File: src/rtl/sccb_init_sequencer_if.sv
// SCCB master request/completion bundle between the init sequencer and CoreSCCB.
interface sccb_init_sequencer_if;
    logic       sccb_start;
    logic       sccb_rw;
    logic [7:0] sccb_ip_addr;
    logic [7:0] sccb_sub_addr;
    logic [7:0] sccb_data_in;
    logic       sccb_done;

    modport master (
        output sccb_start,
        output sccb_rw,
        output sccb_ip_addr,
        output sccb_sub_addr,
        output sccb_data_in,
        input  sccb_done
    );

    modport slave (
        input  sccb_start,
        input  sccb_rw,
        input  sccb_ip_addr,
        input  sccb_sub_addr,
        input  sccb_data_in,
        output sccb_done
    );
endinterface

File: src/rtl/sccb_init_sequencer.sv
// Walks a {sub_addr, data} register table after camera power-up and issues
// one SCCB write per entry, with delay entries, bus-free gaps and a watchdog.
module sccb_init_sequencer #(
    parameter logic [7:0] DEV_ADDR     = 8'h60,
    parameter int         ROM_AW       = 6,
    parameter int         PWRUP_CYCLES = 50000,
    parameter int         GAP_CYCLES   = 1000,
    parameter int         DELAY_UNIT   = 50000,
    parameter int         WDOG_CYCLES  = 2000000
) (
    input  logic                  XCLK,
    input  logic                  RST_N,
    input  logic                  init_start,
    output logic [ROM_AW-1:0]     rom_addr,
    input  logic [15:0]           rom_data,
    sccb_init_sequencer_if.master sccb,
    output logic                  PWDN,
    output logic                  busy,
    output logic                  init_done,
    output logic                  init_error,
    output logic [ROM_AW:0]       entry_count
);

    localparam int MAX_A = (WDOG_CYCLES > PWRUP_CYCLES) ? WDOG_CYCLES : PWRUP_CYCLES;
    localparam int MAX_B = (GAP_CYCLES > 255 * DELAY_UNIT) ? GAP_CYCLES : 255 * DELAY_UNIT;
    localparam int MAX_C = (MAX_A > MAX_B) ? MAX_A : MAX_B;
    localparam int CW    = $clog2(MAX_C + 1);

    typedef enum logic [3:0] {
        S_IDLE, S_PWRUP, S_FETCH, S_DECODE, S_ISSUE,
        S_GAP, S_DELAY, S_ADVANCE, S_DONE, S_ERROR
    } state_e;

    state_e              state_q, state_d;
    logic [CW-1:0]       cnt_q, cnt_d;
    logic [ROM_AW-1:0]   addr_q, addr_d;
    logic [7:0]          sub_q, sub_d;
    logic [7:0]          dat_q, dat_d;
    logic                pwdn_q, pwdn_d;
    logic                busy_q, busy_d;
    logic                done_q, done_d;
    logic                err_q, err_d;
    logic [ROM_AW:0]     ec_q, ec_d;

    logic                is_end;
    logic                is_delay;
    logic [CW-1:0]       dly_load;

    assign is_end   = (rom_data == 16'hFFFF);
    assign is_delay = (rom_data[15:8] == 8'hFF) && !is_end;
    assign dly_load = CW'(int'(rom_data[7:0]) * DELAY_UNIT);

    always_ff @(posedge XCLK) begin
        if (!RST_N) begin
            state_q <= S_IDLE;
            cnt_q   <= '0;
            addr_q  <= '0;
            sub_q   <= '0;
            dat_q   <= '0;
            pwdn_q  <= 1'b1;
            busy_q  <= 1'b0;
            done_q  <= 1'b0;
            err_q   <= 1'b0;
            ec_q    <= '0;
        end else begin
            state_q <= state_d;
            cnt_q   <= cnt_d;
            addr_q  <= addr_d;
            sub_q   <= sub_d;
            dat_q   <= dat_d;
            pwdn_q  <= pwdn_d;
            busy_q  <= busy_d;
            done_q  <= done_d;
            err_q   <= err_d;
            ec_q    <= ec_d;
        end
    end

    always_comb begin
        state_d = state_q;
        unique case (state_q)
            S_IDLE:    if (init_start) state_d = S_PWRUP;
            S_PWRUP:   if (cnt_q == CW'(PWRUP_CYCLES - 1)) state_d = S_FETCH;
            S_FETCH:   state_d = S_DECODE;
            S_DECODE: begin
                if (is_end)        state_d = S_DONE;
                else if (is_delay) state_d = S_DELAY;
                else               state_d = S_ISSUE;
            end
            S_ISSUE: begin
                if (sccb.sccb_done)                        state_d = S_GAP;
                else if (cnt_q == CW'(WDOG_CYCLES - 1))    state_d = S_ERROR;
            end
            S_GAP:     if (cnt_q == CW'(GAP_CYCLES - 1)) state_d = S_ADVANCE;
            S_DELAY:   if (cnt_q == '0) state_d = S_ADVANCE;
            S_ADVANCE: state_d = (addr_q == '1) ? S_DONE : S_FETCH;
            S_DONE:    state_d = S_IDLE;
            S_ERROR:   state_d = S_IDLE;
            default:   state_d = S_IDLE;
        endcase
    end

    always_comb begin
        cnt_d  = cnt_q;
        addr_d = addr_q;
        sub_d  = sub_q;
        dat_d  = dat_q;
        pwdn_d = pwdn_q;
        busy_d = busy_q;
        done_d = done_q;
        err_d  = err_q;
        ec_d   = ec_q;
        unique case (state_q)
            S_IDLE: begin
                if (init_start) begin
                    pwdn_d = 1'b0;
                    busy_d = 1'b1;
                    done_d = 1'b0;
                    err_d  = 1'b0;
                    ec_d   = '0;
                    addr_d = '0;
                    cnt_d  = '0;
                end
            end
            S_PWRUP: begin
                if (cnt_q == CW'(PWRUP_CYCLES - 1)) cnt_d = '0;
                else                                 cnt_d = cnt_q + CW'(1);
            end
            S_FETCH: cnt_d = '0;
            S_DECODE: begin
                if (is_delay) begin
                    cnt_d = dly_load;
                end else if (!is_end) begin
                    sub_d = rom_data[15:8];
                    dat_d = rom_data[7:0];
                    cnt_d = '0;
                end
            end
            S_ISSUE: begin
                // Completion wins over a watchdog expiring on the same edge
                if (sccb.sccb_done) begin
                    ec_d  = ec_q + (ROM_AW+1)'(1);
                    cnt_d = '0;
                end else if (cnt_q == CW'(WDOG_CYCLES - 1)) begin
                    err_d = 1'b1;
                end else begin
                    cnt_d = cnt_q + CW'(1);
                end
            end
            S_GAP: begin
                if (cnt_q == CW'(GAP_CYCLES - 1)) cnt_d = '0;
                else                               cnt_d = cnt_q + CW'(1);
            end
            S_DELAY: if (cnt_q != '0) cnt_d = cnt_q - CW'(1);
            S_ADVANCE: if (addr_q != '1) addr_d = addr_q + ROM_AW'(1);
            S_DONE: begin
                busy_d = 1'b0;
                done_d = 1'b1;
            end
            S_ERROR: begin
                busy_d = 1'b0;
                pwdn_d = 1'b1;
            end
            default: ;
        endcase
    end

    always_comb begin
        sccb.sccb_start    = (state_q == S_ISSUE);
        sccb.sccb_rw       = 1'b0;
        sccb.sccb_ip_addr  = DEV_ADDR;
        sccb.sccb_sub_addr = sub_q;
        sccb.sccb_data_in  = dat_q;
        rom_addr           = addr_q;
        PWDN               = pwdn_q;
        busy               = busy_q;
        init_done          = done_q;
        init_error         = err_q;
        entry_count        = ec_q;
    end

endmodule
File: src/flat_wrapper.sv
// flat-port wrapper written by rule: the top's interface ports become plain ports
module sccb_init_sequencer_flat 
#(
    parameter logic [7:0] DEV_ADDR     = 8'h60,
    parameter int         ROM_AW       = 6,
    parameter int         PWRUP_CYCLES = 50000,
    parameter int         GAP_CYCLES   = 1000,
    parameter int         DELAY_UNIT   = 50000,
    parameter int         WDOG_CYCLES  = 2000000
)
  (XCLK, RST_N, init_start, rom_addr, rom_data, PWDN, busy, init_done, init_error, entry_count, sccb_sccb_start, sccb_sccb_rw, sccb_sccb_ip_addr, sccb_sccb_sub_addr, sccb_sccb_data_in, sccb_sccb_done);
  sccb_init_sequencer_if sccb_i ();
  input  logic XCLK;
  input  logic RST_N;
  input  logic init_start;
  output logic [ROM_AW-1:0] rom_addr;
  input  logic [15:0] rom_data;
  output logic PWDN;
  output logic busy;
  output logic init_done;
  output logic init_error;
  output logic [ROM_AW:0] entry_count;
  output wire logic [$bits(sccb_i.sccb_start)-1:0] sccb_sccb_start;
  output wire logic [$bits(sccb_i.sccb_rw)-1:0] sccb_sccb_rw;
  output wire logic [$bits(sccb_i.sccb_ip_addr)-1:0] sccb_sccb_ip_addr;
  output wire logic [$bits(sccb_i.sccb_sub_addr)-1:0] sccb_sccb_sub_addr;
  output wire logic [$bits(sccb_i.sccb_data_in)-1:0] sccb_sccb_data_in;
  input wire logic [$bits(sccb_i.sccb_done)-1:0] sccb_sccb_done;
  assign sccb_sccb_start = sccb_i.sccb_start;
  assign sccb_sccb_rw = sccb_i.sccb_rw;
  assign sccb_sccb_ip_addr = sccb_i.sccb_ip_addr;
  assign sccb_sccb_sub_addr = sccb_i.sccb_sub_addr;
  assign sccb_sccb_data_in = sccb_i.sccb_data_in;
  assign sccb_i.sccb_done = sccb_sccb_done;
  sccb_init_sequencer #(.DEV_ADDR(DEV_ADDR), .ROM_AW(ROM_AW), .PWRUP_CYCLES(PWRUP_CYCLES), .GAP_CYCLES(GAP_CYCLES), .DELAY_UNIT(DELAY_UNIT), .WDOG_CYCLES(WDOG_CYCLES)) u_core (.XCLK(XCLK), .RST_N(RST_N), .init_start(init_start), .rom_addr(rom_addr), .rom_data(rom_data), .sccb(sccb_i), .PWDN(PWDN), .busy(busy), .init_done(init_done), .init_error(init_error), .entry_count(entry_count));
endmodule
File: config.mk
export PLATFORM = sky130hd
export DESIGN_NAME = sccb_init_sequencer_flat
export DESIGN_NICKNAME = d
export VERILOG_FILES = /design/src/rtl/sccb_init_sequencer_if.sv /design/src/rtl/sccb_init_sequencer.sv /design/src/flat_wrapper.sv
export SDC_FILE = /design/constraint.sdc
export NUM_CORES = 1
export LEC_CHECK = 0
export ABC_AREA = 1
export BUFFER_PORTS_ARGS = -buffer_cell sky130_fd_sc_hd__clkbuf_2
export CORE_ASPECT_RATIO = 1.75
export CORE_MARGIN = 2
export CORE_UTILIZATION = 47
export CTS_BUF_LIST = sky130_fd_sc_hd__clkbuf_2 sky130_fd_sc_hd__clkbuf_4 sky130_fd_sc_hd__clkbuf_8
export CTS_CLUSTER_SIZE = 24
export DETAILED_ROUTE_END_ITERATION = 12
export HOLD_SLACK_MARGIN = 0.03
export PLACE_DENSITY = 0.64
export SLEW_MARGIN = 30
export SYNTH_ARGS = -nofsm -noshare
export SYNTH_HDL_FRONTEND = slang
export SYNTH_SLANG_ARGS = --single-unit
export TNS_END_PERCENT = 1
File: constraint.sdc
create_clock -name XCLK -period 4.6 [get_ports XCLK]
set_input_delay 0.46 -clock XCLK [delete_from_list [all_inputs] [get_ports XCLK]]
set_output_delay 0.46 -clock XCLK [all_outputs]
set_load 0.01 [all_outputs]
==> results.cfg <==
[setup_path]
critPathArrivalTime_ps = 3740
worst_setup_path_start_kind = input pin
slowest_stage = fa_1
cp_max_fo = 5
required_ps = 4830
cp-end-kind = flip-flop
reg2reg_from = u_core.state_q[0]$_SDFFE_PN0P_
cpPeakStageDelay_ps = 500
critPathMostFrequentCell = nand2_1
cp_cell_sequence = clkbuf_2 -> ha_1 -> ha_1 -> inv_1 -> fa_1 -> inv_1 -> fa_1 -> ha_1 -> nand2_1 -> nand2_1 -> nand2_1 -> nand3_1 -> or2_2 -> nand3_1 -> nand3_1 -> nand2_1 -> a21oi_1
crit_path_start = rom_data[2]
critPathKind = in -> reg

[synthesis]
synth_ff_type = dfxtp_1
ys_ff_latch = 61
synth_xor_xnor_area_share_pct = 2.474
yosys.area_share.adder_pct = 16.05
muxShareOfSynthArea_pct = 0
syn_area_um2 = 6018
synth_edf_count = 0
synth_top_family_by_area = simple AND/OR/NAND/NOR gates
yosys.area_share.simple_pct = 40.75
ys_warn_count = 0
synth_compound_area_share_pct = 9.314
synth_seq_area_share_pct = 20.29
ys_async_sr_fraction_pct = 0
netlist_instances = 959
avgSynthCellArea_um2 = 6.276
yosys.cell_types.count = 38

[pwr]
leakagePower_nw = 3.247
total_power_mw = 2.428
power_density_nw_per_um2 = 376.4
clockPowerShare_pct = 18.9
combPwrFrac_pct = 54.7
switching_share_pct = 49.67
max-vdd-ir-drop_mv = 0.2273
internal_power_mw = 1.222
pwr-share-seq_pct = 26.3
switching_power_mw = 1.206

[cts]
path_clk_slew_ps = 80
clockBufferDepth = 2
worstSkewPairLatency_ps = 370
cts_hold_buf = 0
cts_root_buffer = clkbuf_8
cts_tree = built
post_cts_buffers = 0
htreeDepth = 3
numCtsBuffers = 9
cts_sinks = 61
cts_resized = 0

[timing]
slew_violations = 0
tns_ps = 0
fin_crit_sh_pct = 76.18
setup_violations = 0
rsz0062_at_grt = false
hold_viol = 0
period_minus_slack_ps = 3504
worstMarginPinSlew_ps = 615.3
fmaxAchievable_mhz = 285.4
finClkSkew_ps = 6.250
setup_ws_ps = 1096
hold_ws_ps = 375.8
relSlewSlack_pct = 58.92

[flow_run]
maxCapViolations = 0

[placed_design]
gp_congestion = 0.9650
dp_slack_ps = 717.3
placed_cells = 1152
io_buffers = 53
placed_area_um2 = 6275
dp_hpwl_mm = 13.41

[global_route]
grt_pass1_wl_mm = 27.79
use_met1_pct = 28.47
grt-ovfl-total = 0
grt_use_met3_pct = 2.469
grtUsageMet2_pct = 47.48
grt_max_degree = 29
grt_antenna_before_repair = 0
grt_pass1_vias = 5760
busiest_layer = met2
grt_use_total_pct = 25.61

[route]
drt-initial-drc-count = 328
route.detailed.drc = 0
num_vias = 6028
drt_wl_total_mm = 16.97
drtAntennaViolNets = 0
dr.pass1.iters = 5
via_per_inst = 5.161
drt-wirelength-per-cell_um = 14.53

[final_layout]
antenna_cells = 0
fin_cells = 1168
fin_nets = 1085
area_growth_pct = 7.173
stdcell_area_um2 = 6450
layout_common_cells = nand2_1, nor2_1, inv_1
postLayoutCoreUtil_pct = 51.60
final_common_cell = nand2_1
layout-drive-gt1-share_pct = 11.10

[floorplan]
start_util_pct = 48.15
dieArea_um2 = 13760
ios = 63
core-area_um2 = 12500
dieHeight_um = 153.7
rows = 54
chipWidth_um = 89.54

[hold_path]
min_path_type = in -> reg
hold_start = rom_data[8]

[status]
status = finished, final reports clean
[flip-flops by register name (all words and copies together), names as in the netlist]
signal and flops:
u_core.rom_addr 6, u_core.init_error 1, u_core.sccb.sccb_data_in 8, u_core.init_done 1, u_core.cnt_q 24, u_core.busy 1, u_core.sccb.sccb_sub_addr 8, u_core.entry_count 7
u_core.PWDN 1, u_core.state_q 4
[logic make-up (layout without fill, tap and decap cells)]
logic type | count (synthesis) | count (layout)
other | 2 | 9
AOI/OAI and AO/OA | 109 | 109
and+or+nand+nor | 555 | 555
DFF | 61 | 61
adders and majority gates | 70 | 70
buffers and inverters | 145 | 179
xor gates and xnor gates | 17 | 17
[layout make-up]
type | instances | area, µm²
multi-input combinational | 760 | 4161
timing repair buffer | 54 | 272.8
tap | 168 | 210.2
clock inverter | 7 | 51.30
inverter | 109 | 409.1
clock buffer | 9 | 123.9
sequential | 61 | 1221
fill | 1354 | 6050
[cells in the mapped netlist (8+ instances only)]
library cell	count	share of area, %
nand2_1	274	17
nor2_1	134	8.4
inv_1	100	6.2
nand3_1	86	7.2
dfxtp_1	61	20
ha_1	58	12
a21oi_1	54	4.5
o21ai_0	50	4.2
nand4_1	16	1.7
xor2_1	16	2.3
buf_4	12	1.5
fa_1	12	4.0
buf_2	10	0.83
buf_6	8	1.5
inv_2	8	0.50
nor3_1	8	0.67
or2_2	8	0.83
[power by group through the flow]
stage	Combinational, mW	Clock (mW)	Sequential [mW]
floorplan	1.05	0	0.653
global placement	1.32	0	0.651
detailed placement	1.32	0	0.651
CTS	1.33	0.461	0.639
global route	1.51	0.482	0.650
finish	1.33	0.459	0.639
[routing by layer]
metal	wire length, µm	vias to the layer above	share of wire [%]
met4	472	0	2.8
met2	9431	129	56
met5	0	-	0
li1	-	3136	-
met1	6571	2731	39
met3	494	32	2.9
[critical path, delay by kind of cell]
kind | cells | cell delay (ps)
adder cells (fa/ha/maj) | 5 | 1940
AND/OR/NAND/NOR | 8 | 1040
AO/OA/AOI/OAI | 1 | 50
buffers and inverters | 3 | 230
[path summary, 6_finish.rpt]
kind,cells past startpoint,to,slack [ps]
max,17,u_core.cnt_q[13]$_SDFFE_PN0P_,1100
min,3,u_core.sccb.sccb_sub_addr[0]$_SDFFE_PN0P_,380
max reg2reg,9,u_core.cnt_q[0]$_SDFFE_PN0P_,2360
min reg2reg,2,u_core.init_error$_SDFFE_PN0P_,470
Power figures use the tool's default switching activity.
